<file path="config.mk">
export PLATFORM = sky130hd
export DESIGN_NAME = axi4_lite_reg_slave
export DESIGN_NICKNAME = d
export VERILOG_FILES = /design/src/rtl/axi4_lite_pkg.sv /design/src/rtl/axi4_lite_reg_array.sv /design/src/rtl/axi4_lite_reg_slave.sv
export SDC_FILE = /design/constraint.sdc
export NUM_CORES = 1
export LEC_CHECK = 0
export CORE_AREA = 2 2 261 263
export CTS_CLUSTER_DIAMETER = 100
export DETAILED_ROUTE_END_ITERATION = 10
export DIE_AREA = 0 0 263 265
export GPL_ROUTABILITY_DRIVEN = 0
export PLACE_DENSITY = 0.75
export REMOVE_ABC_BUFFERS = 1
export SYNTH_ARGS = -nofsm -noshare
export SYNTH_HDL_FRONTEND = slang
export SYNTH_SLANG_ARGS = --single-unit
</file>
<file path="constraint.sdc">
create_clock -name clk_i -period 2.7 [get_ports clk_i]
set_input_delay 0.54 -clock clk_i [delete_from_list [all_inputs] [get_ports clk_i]]
set_output_delay 0.54 -clock clk_i [all_outputs]
set_load 0.1 [all_outputs]
</file>
<file path="src/rtl/axi4_lite_pkg.sv">
// Shared AXI4-Lite types and response codes.
// Used by the CSR register slave and its register array.
package axi4_lite_pkg;

  typedef logic [1:0] axi_resp_t;
  typedef logic [2:0] axi_prot_t;

  localparam axi_resp_t AXI_RESP_OKAY   = 2'b00;
  localparam axi_resp_t AXI_RESP_SLVERR = 2'b10;

  // Index width for a bank of n entries (never zero).
  function automatic int unsigned idx_w(input int unsigned n);
    return (n > 1) ? $clog2(n) : 1;
  endfunction

endpackage

</file>
<file path="src/rtl/axi4_lite_reg_array.sv">
// Register bank: byte-strobed write port, combinational
// read port and flat export of all register contents.
module axi4_lite_reg_array
  import axi4_lite_pkg::*;
#(
  parameter int unsigned DATA_WIDTH = 32,
  parameter int unsigned NUM_REGS   = 16,
  parameter int unsigned RW         = idx_w(NUM_REGS)
) (
  input  logic                           clk_i,
  input  logic                           rst_n_i,
  input  logic                           we_i,
  input  logic [RW-1:0]                  waddr_i,
  input  logic [DATA_WIDTH-1:0]          wdata_i,
  input  logic [DATA_WIDTH/8-1:0]        wstrb_i,
  input  logic [RW-1:0]                  raddr_i,
  output logic [DATA_WIDTH-1:0]          rdata_o,
  output logic [NUM_REGS*DATA_WIDTH-1:0] regs_o
);

  localparam int unsigned STRB_W = DATA_WIDTH / 8;

  logic [DATA_WIDTH-1:0] regs_q [NUM_REGS];
  logic [DATA_WIDTH-1:0] regs_d [NUM_REGS];

  // Merge strobed bytes of the write into the addressed register.
  always_comb begin
    for (int k = 0; k < NUM_REGS; k++) begin
      regs_d[k] = regs_q[k];
    end
    if (we_i) begin
      for (int b = 0; b < STRB_W; b++) begin
        if (wstrb_i[b]) begin
          regs_d[waddr_i][b*8 +: 8] = wdata_i[b*8 +: 8];
        end
      end
    end
  end

  // Register storage, cleared by reset.
  always_ff @(posedge clk_i or negedge rst_n_i) begin
    if (!rst_n_i) begin
      for (int k = 0; k < NUM_REGS; k++) begin
        regs_q[k] <= '0;
      end
    end else begin
      for (int k = 0; k < NUM_REGS; k++) begin
        regs_q[k] <= regs_d[k];
      end
    end
  end

  assign rdata_o = regs_q[raddr_i];

  for (genvar g = 0; g < NUM_REGS; g++) begin : g_flat
    assign regs_o[g*DATA_WIDTH +: DATA_WIDTH] = regs_q[g];
  end

endmodule

</file>
<file path="src/rtl/axi4_lite_reg_slave.sv">
// AXI4-Lite CSR slave: independent AW/W capture, one-deep
// write buffering behind a pending B, registered read path.
module axi4_lite_reg_slave
  import axi4_lite_pkg::*;
#(
  parameter int unsigned ADDR_WIDTH = 32,
  parameter int unsigned DATA_WIDTH = 32,
  parameter int unsigned NUM_REGS   = 16
) (
  input  logic                           clk_i,
  input  logic                           rst_n_i,
  input  logic [ADDR_WIDTH-1:0]          s_awaddr,
  input  logic [2:0]                     s_awprot,
  input  logic                           s_awvalid,
  output logic                           s_awready,
  input  logic [DATA_WIDTH-1:0]          s_wdata,
  input  logic [DATA_WIDTH/8-1:0]        s_wstrb,
  input  logic                           s_wvalid,
  output logic                           s_wready,
  output logic [1:0]                     s_bresp,
  output logic                           s_bvalid,
  input  logic                           s_bready,
  input  logic [ADDR_WIDTH-1:0]          s_araddr,
  input  logic [2:0]                     s_arprot,
  input  logic                           s_arvalid,
  output logic                           s_arready,
  output logic [DATA_WIDTH-1:0]          s_rdata,
  output logic [1:0]                     s_rresp,
  output logic                           s_rvalid,
  input  logic                           s_rready,
  output logic [NUM_REGS*DATA_WIDTH-1:0] regs_o
);

  localparam int unsigned STRB_W = DATA_WIDTH / 8;
  localparam int unsigned OFFS   = $clog2(STRB_W);
  localparam int unsigned IDXW   = ADDR_WIDTH - OFFS;
  localparam int unsigned RW     = idx_w(NUM_REGS);

  localparam logic [IDXW-1:0] LIMIT = IDXW'(NUM_REGS);

  logic                  aw_held_q, aw_held_d;
  logic [ADDR_WIDTH-1:0] awaddr_q, awaddr_d;
  logic                  w_held_q, w_held_d;
  logic [DATA_WIDTH-1:0] wdata_q, wdata_d;
  logic [STRB_W-1:0]     wstrb_q, wstrb_d;
  logic                  bvalid_q, bvalid_d;
  axi_resp_t             bresp_q, bresp_d;
  logic                  rvalid_q, rvalid_d;
  logic [DATA_WIDTH-1:0] rdata_q, rdata_d;
  axi_resp_t             rresp_q, rresp_d;

  logic                  aw_hs, w_hs, ar_hs;
  logic                  commit, aw_ok, ar_ok;
  logic [DATA_WIDTH-1:0] arr_rdata;
  logic                  unused_ok;

  assign s_awready = ~aw_held_q;
  assign s_wready  = ~w_held_q;
  assign s_arready = ~rvalid_q;

  assign aw_hs  = s_awvalid & s_awready;
  assign w_hs   = s_wvalid & s_wready;
  assign ar_hs  = s_arvalid & s_arready;
  assign commit = aw_held_q & w_held_q & ~bvalid_q;

  assign aw_ok = awaddr_q[ADDR_WIDTH-1:OFFS] < LIMIT;
  assign ar_ok = s_araddr[ADDR_WIDTH-1:OFFS] < LIMIT;

  assign unused_ok = ^{s_awprot, s_arprot,
                       s_araddr[OFFS-1:0],
                       awaddr_q[OFFS-1:0]};

  axi4_lite_reg_array #(
    .DATA_WIDTH (DATA_WIDTH),
    .NUM_REGS   (NUM_REGS),
    .RW         (RW)
  ) u_array (
    .clk_i   (clk_i),
    .rst_n_i (rst_n_i),
    .we_i    (commit & aw_ok),
    .waddr_i (awaddr_q[OFFS +: RW]),
    .wdata_i (wdata_q),
    .wstrb_i (wstrb_q),
    .raddr_i (s_araddr[OFFS +: RW]),
    .rdata_o (arr_rdata),
    .regs_o  (regs_o)
  );

  // Write side: capture AW/W, commit when both held and B is free.
  always_comb begin
    aw_held_d = aw_held_q;
    awaddr_d  = awaddr_q;
    w_held_d  = w_held_q;
    wdata_d   = wdata_q;
    wstrb_d   = wstrb_q;
    bvalid_d  = bvalid_q;
    bresp_d   = bresp_q;
    if (commit) begin
      aw_held_d = 1'b0;
      w_held_d  = 1'b0;
      bvalid_d  = 1'b1;
      bresp_d   = aw_ok ? AXI_RESP_OKAY : AXI_RESP_SLVERR;
    end else if (bvalid_q && s_bready) begin
      bvalid_d = 1'b0;
    end
    if (aw_hs) begin
      aw_held_d = 1'b1;
      awaddr_d  = s_awaddr;
    end
    if (w_hs) begin
      w_held_d = 1'b1;
      wdata_d  = s_wdata;
      wstrb_d  = s_wstrb;
    end
  end

  // Read side: sample the array on AR, hold until R handshake.
  always_comb begin
    rvalid_d = rvalid_q;
    rdata_d  = rdata_q;
    rresp_d  = rresp_q;
    if (ar_hs) begin
      rvalid_d = 1'b1;
      rdata_d  = ar_ok ? arr_rdata : '0;
      rresp_d  = ar_ok ? AXI_RESP_OKAY : AXI_RESP_SLVERR;
    end else if (rvalid_q && s_rready) begin
      rvalid_d = 1'b0;
    end
  end

  // Channel state flops; reset abandons anything in flight.
  always_ff @(posedge clk_i or negedge rst_n_i) begin
    if (!rst_n_i) begin
      aw_held_q <= 1'b0;
      awaddr_q  <= '0;
      w_held_q  <= 1'b0;
      wdata_q   <= '0;
      wstrb_q   <= '0;
      bvalid_q  <= 1'b0;
      bresp_q   <= AXI_RESP_OKAY;
      rvalid_q  <= 1'b0;
      rdata_q   <= '0;
      rresp_q   <= AXI_RESP_OKAY;
    end else begin
      aw_held_q <= aw_held_d;
      awaddr_q  <= awaddr_d;
      w_held_q  <= w_held_d;
      wdata_q   <= wdata_d;
      wstrb_q   <= wstrb_d;
      bvalid_q  <= bvalid_d;
      bresp_q   <= bresp_d;
      rvalid_q  <= rvalid_d;
      rdata_q   <= rdata_d;
      rresp_q   <= rresp_d;
    end
  end

  assign s_bvalid = bvalid_q;
  assign s_bresp  = bresp_q;
  assign s_rvalid = rvalid_q;
  assign s_rdata  = rdata_q;
  assign s_rresp  = rresp_q;

endmodule

</file>
==> metrics.txt, run 1 <==
largest fanout of any net on the critical path 17; slowest library cell on the worst path nor4b_2; adder-cell area share of the yosys netlist 0; Clock Tree Buf Depth 3; total clock sinks 616; overall die area 69,700 µm²; dominant cells by area after synthesis dfrtp_1 (55%), mux2_2 (23%), mux2i_1 (8.9%), nor3_4 (3.0%), o22ai_1 (2.1%); Die W 263 µm; run status completed; power per standard cell area 623 nW/µm²; final-report setup violation count 0; largest family of logic cells by synthesized area multiplexers; input/output buffers 653; Clock Latency Late Sink 0.60 ns; delay of the slowest cell on the worst path 0.66 ns; starting density of the core 0.423; startpoint types flip-flop; area fraction in compound gates after synthesis 0.0366; final hold slack 0.482 ns; final WL 99,500 µm; Max Clock Skew 0.0231 ns; remaining global-route overflow 0; slew of the pin with the lowest slew margin 0.757 ns; cell type with the highest aggregate area in the netlist dfrtp_1; ant diodes 0; mux cell area share after synthesis 0.321; Worst Path Buf+Inv 2; cell repeated most along the worst path buf_4; Die Y-Extent 265 µm; placed instance area 35,300 µm²; endpoint class of the critical path flip-flop; register bit total from synthesis 616; root buffer selected by CTS clkbuf_16; Hold Vio Cnt, Final 0; count of mapped cells out of synthesis 2,055; RSZ-0062 raised after global routing false; critical path class reg2reg; static leakage power 19.5 nW; Clock Pin Slew Worst Setup and Hold Paths 0.06 ns; pin count of the biggest net entering global routing 86; number of routed nets with antenna violations 0; maximum VDD drop 1070 µV; Detailed Route Iter0 Violations 1,567; top-level port count 666; CP required 3.17 ns; most common cell after layout, fill and taps aside buf_4; Final Cycle Share 0.915; share of cells above drive strength 1 0.513; GRT Resource Usage Total 0.279; basic-gate share of the synthesized area counting and, or, nand and nor cells 0.0745; TritonCTS clock tree done; final net count 2,886; warning count from the yosys run 0; per-cell via count in the routed design 5.70; via count of the first global-routing pass 21,900; Synth Area in XOR/XNOR 0; setup slack of the most critical reg-to-reg path 0.23 ns; Pre-Repair DR Iteration Count 7; number of antenna violations at the first check in global routing 1; Distinct cells, synth 37; top-area cell type share of the netlist area 0.545; HPWL after DPL 69,200 µm; H-Tree Depth 3; worst max-slew margin expressed relative to the limit 0.496; max-capacitance violation count 0; Core Footprint 66,800 µm²; Synth-to-Final Area Change 32.9%; sequential-to-total area share from yosys stat 0.545; wire length of the first global-routing pass 146,000 µm; number of pins with negative max-slew slack in the final report 0; number of rows created at floorplan 95; final std cell area, no fill 37,600 µm²; number of instances resized during post-cts repair 0; post-layout min period 2.47 ns; cell family with the largest share of critical-path delay simple AND/OR/NAND/NOR gates; Post-Synthesis Cell Area 28,300 µm²; detailed-route via count 21,100; synthesized area divided by synthesized cell count 13.8 µm²; commonest non-fill, non-tap cells in the layout buf_4 (650), dfrtp_1 (616), mux2_2 (578), mux2i_1 (252), clkdlybuf4s50_1 (100); number of buffers created by CTS 69; final routed wire length divided by cell count 26.9 µm; endpoint arrival time on the critical path 2.94 ns; DRC viols 0; fmax 405 MHz; path category of the worst min-delay check reg2reg; CP cell instances nor4b_2, buf_4, nand2_1, nor3_4, buf_4, mux2_2
[area by class of cell]
| cell class | instances | area (µm²) |
|---|---|---|
| Sequential cell | 616 | 15400 |
| Fill cell | 5515 | 29200 |
| Tap cell | 873 | 1090 |
| Clock buffer | 99 | 2010 |
| Multi-Input combinational cell | 1298 | 12300 |
| Inverter | 7 | 26.3 |
| Clock inverter | 22 | 263 |
| Timing Repair Buffer | 781 | 6480 |
[Yosys cell counts]
cell	count
dfrtp_1	616
mux2_2	578
mux2i_1	252
nand2_1	97
o22ai_1	94
nor3_1	63
clkbuf_1	56
nor3_4	53
buf_1	37
nor2_1	34
o21ai_0	34
o31ai_1	32
buf_2	29
nor4_1	13
nor3_2	11
buf_4	8
and4bb_2	6
inv_1	6
buf_6	5
and4b_1	4
nor4b_1	4
nand2b_1	3
nor2b_1	3
mux4_2	2
nand4_1	2
o21a_1	2
a211oi_1	1
a21boi_0	1
a21oi_1	1
and3_1	1
and4_1	1
clkinv_1	1
conb_1	1
nand3b_1	1
nand4b_1	1
or2_2	1
or4_1	1
[worst reg2reg max path: cells and delay by family (launching register included)]
| kind | cells | cell delay (ns) |
|---|---|---|
| flops | 1 | 0.65 |
| simple gates | 3 | 0.89 |
| buf+inv | 2 | 0.45 |
| mux | 1 | 0.37 |
[final timing paths]
path / startpoint / end / depth (start not counted)
min reg2reg: s_rdata[24] / s_rdata[24] / 2
max in group asynchronous: rst_n_i / u_array.regs_o[347] / 3
max reg2reg: awaddr_q[4] / u_array.regs_o[135] / 6
min: s_rdata[24] / s_rdata[24] / 2
min in group asynchronous: rst_n_i / u_array.regs_o[287] / 2
max: awaddr_q[4] / u_array.regs_o[135] / 6
[per-stage QoR]
step / total power, W / util / cells / worst slack, ns / TNS, ns
after CTS: 0.0235 / 0.562 / 3696 / 0.179 / 0
after detailed placement: 0.0140 / 0.528 / 3574 / 0.0894 / 0
after global placement: 0.0138 / 0.528 / 3574 / 0.0713 / 0
after floorplan: 0.0122 / - / 1921 / -5.13 / -2548.95
after global routing: 0.0242 / 0.562 / 3696 / 0.0886 / 0
final: 0.0234 / 0.562 / 3696 / 0.229 / 0
[kinds of logic after synthesis]
kind of cell,count (synthesis)
AO/OA/AOI/OAI,165
buffers and inverters,142
flip-flops,616
multiplexers,832
other,1
AND/OR/NAND/NOR,299
[power by group]
part	switching [W]	total [W]	leakage [nW]	internal, W
Combinational	0.00135	0.00247	9.90	0.00112
Sequential	0.00167	0.0114	8.44	0.00974
Clock	0.00392	0.00951	1.11	0.00559
Total	0.00694	0.0234	19.5	0.0165
[routing by layer]
metal,vias to the layer above,share of wire,GRT usage
met2,870,0.49,0.465
met4,2,0.034,0.104
li1,8996,-,-
met3,183,0.077,0.0703
met5,-,0.00013,0
met1,11000,0.40,0.352
[sequential cells by signal, summed over array words and instances, names as in the netlist]
signal          cells
wdata_q            32
w_held_q            1
awaddr_q           30
s_bresp             1
s_rvalid            1
wstrb_q             4
s_rresp             1
u_array.regs_o    512
aw_held_q           1
s_rdata            32
s_bvalid            1
[what timing repair did]
| action | CTS | global route |
|---|---|---|
| hold buffers | 1 | 0 |
| endpoints found under the hold margin | 42 | 0 |
| setup buffers | 0 | 0 |
(Power assumes the default switching activity.)
==> run 2: changes to the inputs <==
Settings changed: CORE_AREA 2 2 261 263 to unset, CORE_MARGIN set to 1, CORE_UTILIZATION set to 40, DIE_AREA 0 0 263 265 to unset, MAX_ROUTING_LAYER set to met4, PLACE_DENSITY 0.75 to 0.71.
==> run 2 against run 1 <==
  * First-iteration DRC count shrank 10%
  * Maximum frequency fell by 2.7%
  * Largest power group unchanged
  * Non-clock buffer count increased by 23
  * Clock power is 4.6% lower
  * Flip-flop and latch count stayed put
  * Combinational power about the same
  * Final area up 0.73%
  * Via count grew 0.87%
  * Worst hold slack got worse by 0.038 ns
  * Register-to-register slack worse by 0.07 ns
  * Routed wire length increased by 1.8%
  * Die area up 2.9%
==> metrics.txt, run 2 (same netlist as run 1, synthesis figures left out) <==
Final Worst Setup Slack 0.160 ns; slew of the pin with the lowest slew margin 0.693 ns; Clock Tree Buf Depth 3; Detailed Route Iter0 Violations 1,408; detailed-route via count 21,300; fmax 394 MHz; Clock Latency Late Sink 0.60 ns; share of cells above drive strength 1 0.515; placed instance area 35,600 µm²; path category of the worst min-delay check in2async; via count of the first global-routing pass 21,800; Die W 268 µm; GRT Resource Usage Total 0.282; Clock Pin Slew Worst Setup and Hold Paths 0.06 ns; total clock sinks 616; max FFs per register 512; final std cell area, no fill 37,800 µm²; remaining global-route overflow 0; post-layout min period 2.54 ns; top-level port count 666; endpoint arrival time on the critical path 3.01 ns; final setup TNS 0 ns; startpoint types flip-flop; number of routed nets with antenna violations 0; largest fanout of any net on the critical path 24; overall die area 71,700 µm²; final routed wire length divided by cell count 26.8 µm; final net count 2,908; Final Cycle Share 0.941; root buffer selected by CTS clkbuf_16; Synth-to-Final Area Change 33.9%; worst max-slew margin expressed relative to the limit 0.538; Pre-Repair DR Iteration Count 7; wire length of the first global-routing pass 144,000 µm; run status completed; critical path class reg2reg; max-capacitance violation count 0; power per standard cell area 609 nW/µm²; pre-CTS WS 0.0334 ns; RSZ-0062 raised after global routing false; most common cell after layout, fill and taps aside buf_4; number of rows created at floorplan 97; CP required 3.17 ns; number of antenna violations at the first check in global routing 5; final-report setup violation count 0; TritonCTS clock tree done; final WL 101,000 µm; per-cell via count in the routed design 5.62; share of the core filled with cells 0.540; Core Footprint 70,000 µm²; starting density of the core 0.404; final hold slack 0.444 ns; DRC viols 0; Hold Vio Cnt, Final 0; Max Clock Skew 0.0317 ns; H-Tree Depth 3; endpoint class of the critical path flip-flop; Die Y-Extent 268 µm; HPWL after DPL 71,400 µm; pin count of the biggest net entering global routing 88; static leakage power 19.5 nW; number of buffers created by CTS 68; maximum VDD drop 1090 µV; number of pins with negative max-slew slack in the final report 0; commonest non-fill, non-tap cells in the layout buf_4 (664), dfrtp_1 (616), mux2_2 (578), mux2i_1 (252), clkdlybuf4s50_1 (100); input/output buffers 653
==> run 2: cell types whose count changed in the layout (fill, tap and decap cells not counted), moves of 2 or more <==
cell | previous run | this run
buf_12 | 28 | 35
buf_4 | 650 | 664
bufinv_16 | 4 | 2
clkbuf_1 | 14 | 18
clkinv_2 | 8 | 4
clkinv_8 | 1 | 3
clkinvlp_4 | 3 | 0
diode_2 | 0 | 5
inv_6 | 5 | 2
==> run 2: area by class of cell <==
cell class | count | area, µm²
Fill cell | 5915 | 32200
Timing Repair Buffer | 804 | 6760
Sequential cell | 616 | 15400
Clock inverter | 11 | 146
Multi-Input combinational cell | 1298 | 12300
Clock buffer | 102 | 2010
Antenna cell | 5 | 12.5
Inverter | 7 | 26.3
Tap cell | 940 | 1180
==> run 2: repair_timing <==
action / 4_1_cts / 5_1_grt
setup buffers: 0 / 2
gates resized for setup: 0 / 2
hold endpoints to repair: 44 / 0
endpoints found under the setup margin: 0 / 8
hold buffers: 1 / 0
==> run 2: stage by stage <==
step / power (W) / instances
5_1_grt: 0.0239 / 3783
6_report: 0.0230 / 3783
3_5_place_dp: 0.0140 / 3661
3_3_place_gp: 0.0139 / 3661
2_1_floorplan: 0.0122 / 1921
4_1_cts: 0.0232 / 3775
==> run 2: worst max-delay path, stage by stage, from the launching register on <==
cell and delay [ns]:
dfrtp_1 0.39, nor4_1 0.33, nand4_1 0.15, buf_4 0.18, clkbuf_16 0.21, buf_4 0.23
nor3_2 0.30, buf_4 0.23, mux2_2 0.34
==> run 2: where the power goes <==
part           internal (W)  switching [W]
sequential          0.00974        0.00173
combinational       0.00113        0.00136
clock               0.00533        0.00374
==> run 2: path summary, 6_finish.rpt <==
path / start / to / slack [ns] / depth (start not counted)
max: awaddr_q[22] / u_array.regs_o[42] / 0.16 / 8
min reg2reg: s_rdata[30] / s_rdata[30] / 0.48 / 2
max reg2reg: awaddr_q[22] / u_array.regs_o[42] / 0.16 / 8
max in group asynchronous: rst_n_i / awaddr_q[10] / 1.27 / 4
min in group clk_i: s_rdata[30] / s_rdata[30] / 0.48 / 2
min: rst_n_i / u_array.regs_o[76] / 0.44 / 2
==> run 2: metal layers <==
metal | vias up | part of all wire | track usage
met1 | 11000 | 0.40 | 0.344
met2 | 940 | 0.48 | 0.445
met5 | - | 0 | -
met4 | 0 | 0.046 | 0.133
met3 | 241 | 0.070 | 0.0627
li1 | 9048 | - | -
==> run 3: changes to the inputs <==
Settings changed: PLACE_DENSITY 0.71 to 0.74.
Clock period 2.7 ns to 2.2 ns, I/O delays scaled along.
==> run 3 against run 2 <==
  * The run now ends with setup timing left
  * Routed wire length grew 2.5%
  * Via count rose by 2.1%
  * Clock power is 29% higher
  * Die area unchanged
  * Non-clock buffer count grew 65
  * Flip-flop and latch count is the same
  * Setup slack worse by 0.19 ns
  * Sequential share of layout area down 2.9 points
  * Critical endpoint is now u_array.regs_o[266]
  * Highest routed layer unchanged
==> metrics.txt, run 3 (same netlist as run 1, synthesis figures left out) <==
total clock sinks 616; wire length of the first global-routing pass 146,000 µm; maximum VDD drop 908 µV; number of rows created at floorplan 97; fmax 448 MHz; Final Cycle Share 1.01; top-level port count 666; startpoint types flip-flop; starting density of the core 0.404; Detailed Route Iter0 Violations 1,680; slew of the pin with the lowest slew margin 0.745 ns; Core Footprint 70,000 µm²; Hold Vio Cnt, Final 0; pre-CTS WS -0.253 ns; max FFs per register 512; RSZ-0062 raised after global routing true; Clock Tree Buf Depth 3; Pre-Repair DR Iteration Count 5; Final Worst Setup Slack -0.0310 ns; CP required 2.68 ns; overall die area 71,700 µm²; detailed-route via count 21,700; input/output buffers 653; commonest non-fill, non-tap cells in the layout buf_4 (644), dfrtp_1 (612), mux2_4 (301), mux2_2 (277), mux2i_1 (252); largest fanout of any net on the critical path 8; worst max-slew margin expressed relative to the limit 0.503; path category of the worst min-delay check in2async; Placed Cells incl. Taps 3,715; pin count of the biggest net entering global routing 61; remaining global-route overflow 0; final routed wire length divided by cell count 26.9 µm; endpoint arrival time on the critical path 2.71 ns; Clock Pin Slew Worst Setup and Hold Paths 0.06 ns; final setup TNS -0.360 ns; final net count 2,975; run status finished, violations left; power per standard cell area 720 nW/µm²; final WL 104,000 µm; max-capacitance violation count 0; endpoint class of the critical path flip-flop; setup slack of the most critical reg-to-reg path -0.03 ns; Clock Latency Late Sink 0.60 ns; root buffer selected by CTS clkbuf_16; static leakage power 20.7 nW; post-layout min period 2.23 ns; DRC viols 0; via count of the first global-routing pass 22,200; number of buffers created by CTS 70; Die Y-Extent 268 µm; most common cell after layout, fill and taps aside buf_4; H-Tree Depth 3; final-report setup violation count 24; HPWL after DPL 71,900 µm; number of antenna violations at the first check in global routing 3; Max Clock Skew 0.0380 ns; per-cell via count in the routed design 5.64; violated checks setup timing; critical path class reg2reg; Synth-to-Final Area Change 44.2%; TritonCTS clock tree done; share of cells above drive strength 1 0.532; final standard cell count with taps included and fillers excluded 3,853; number of routed nets with antenna violations 0; GRT Resource Usage Total 0.285; number of pins with negative max-slew slack in the final report 0; Die W 268 µm
## run 3: cell types whose count changed in the layout (fill, tap and decap cells not counted), moves of 6 or more
| cell | previous run | this run |
|---|---|---|
| clkbuf_16 | 71 | 77 |
| nor3_2 | 11 | 0 |
| buf_12 | 35 | 99 |
| mux2_2 | 578 | 277 |
| nor3_4 | 53 | 64 |
| buf_6 | 1 | 10 |
| mux2_4 | 0 | 301 |
| buf_4 | 664 | 644 |
## run 3: worst paths after layout
path / startpoint / to / depth (start not counted)
min in group clk_i: s_bready / s_bvalid / 2
max in group asynchronous: rst_n_i / wdata_q[11] / 3
worst max register to register: awaddr_q[25] / u_array.regs_o[266] / 8
worst max-delay path: awaddr_q[25] / u_array.regs_o[266] / 8
worst min register to register: s_rdata[5] / s_rdata[5] / 2
worst min-delay path: rst_n_i / u_array.regs_o[61] / 2
## run 3: what timing repair did
item / 4_1_cts / 5_1_grt
endpoints found under the setup margin: 487 / 512
hold endpoints to repair: 33 / 0
setup buffers: 3 / 3
cloned: 1 / 7
hold buffers: 1 / 0
pin swaps: 46 / 27
resized for setup: 26 / 322
## run 3: power by group
part	internal, W	switching (W)	total, W
Combinational	0.00165	0.00170	0.00335
Sequential	0.0120	0.00238	0.0143
Clock	0.00689	0.00476	0.0117
Total	0.0205	0.00884	0.0293
## run 3: worst max-delay path: stages, from the launching register on
cell      delay [ns]
dfrtp_1         0.39
nor4_2          0.33
nand4b_1        0.16
buf_6           0.17
buf_12          0.15
buf_16          0.16
nor3_4          0.22
buf_12          0.18
mux2_2          0.34
## run 3: final cells by class
cell class,instances,area (µm²)
Multi-Input combinational cell,1298,13600
Antenna cell,3,7.51
Timing Repair Buffer,869,8290
Inverter,7,26.3
Clock inverter,20,248
Tap cell,940,1180
Clock buffer,100,2030
Fill cell,5475,29300
Sequential cell,616,15400
## run 3: through the flow
| step | total power (W) | utilization | instance area, µm² | hold slack, ns |
|---|---|---|---|---|
| 4_1_cts | 0.0291 | 0.562 | 39300 | 0.364 |
| 2_1_floorplan | 0.0149 | - | 27700 | 0.144 |
| 3_3_place_gp | 0.0171 | 0.526 | 36900 | 0.433 |
| 6_report | 0.0293 | 0.582 | 40800 | 0.394 |
| 5_1_grt | 0.0303 | 0.582 | 40800 | 0.395 |
| 3_5_place_dp | 0.0174 | 0.526 | 36900 | 0.442 |
## run 3: layer usage
layer / global-route usage / vias up / wire (µm)
met1: 0.350 / 11400 / 42000
met2: 0.464 / 926 / 51100
li1: - / 9160 / -
met4: 0.0978 / 0 / 3130
met3: 0.0617 / 181 / 7520
met5: - / - / 0
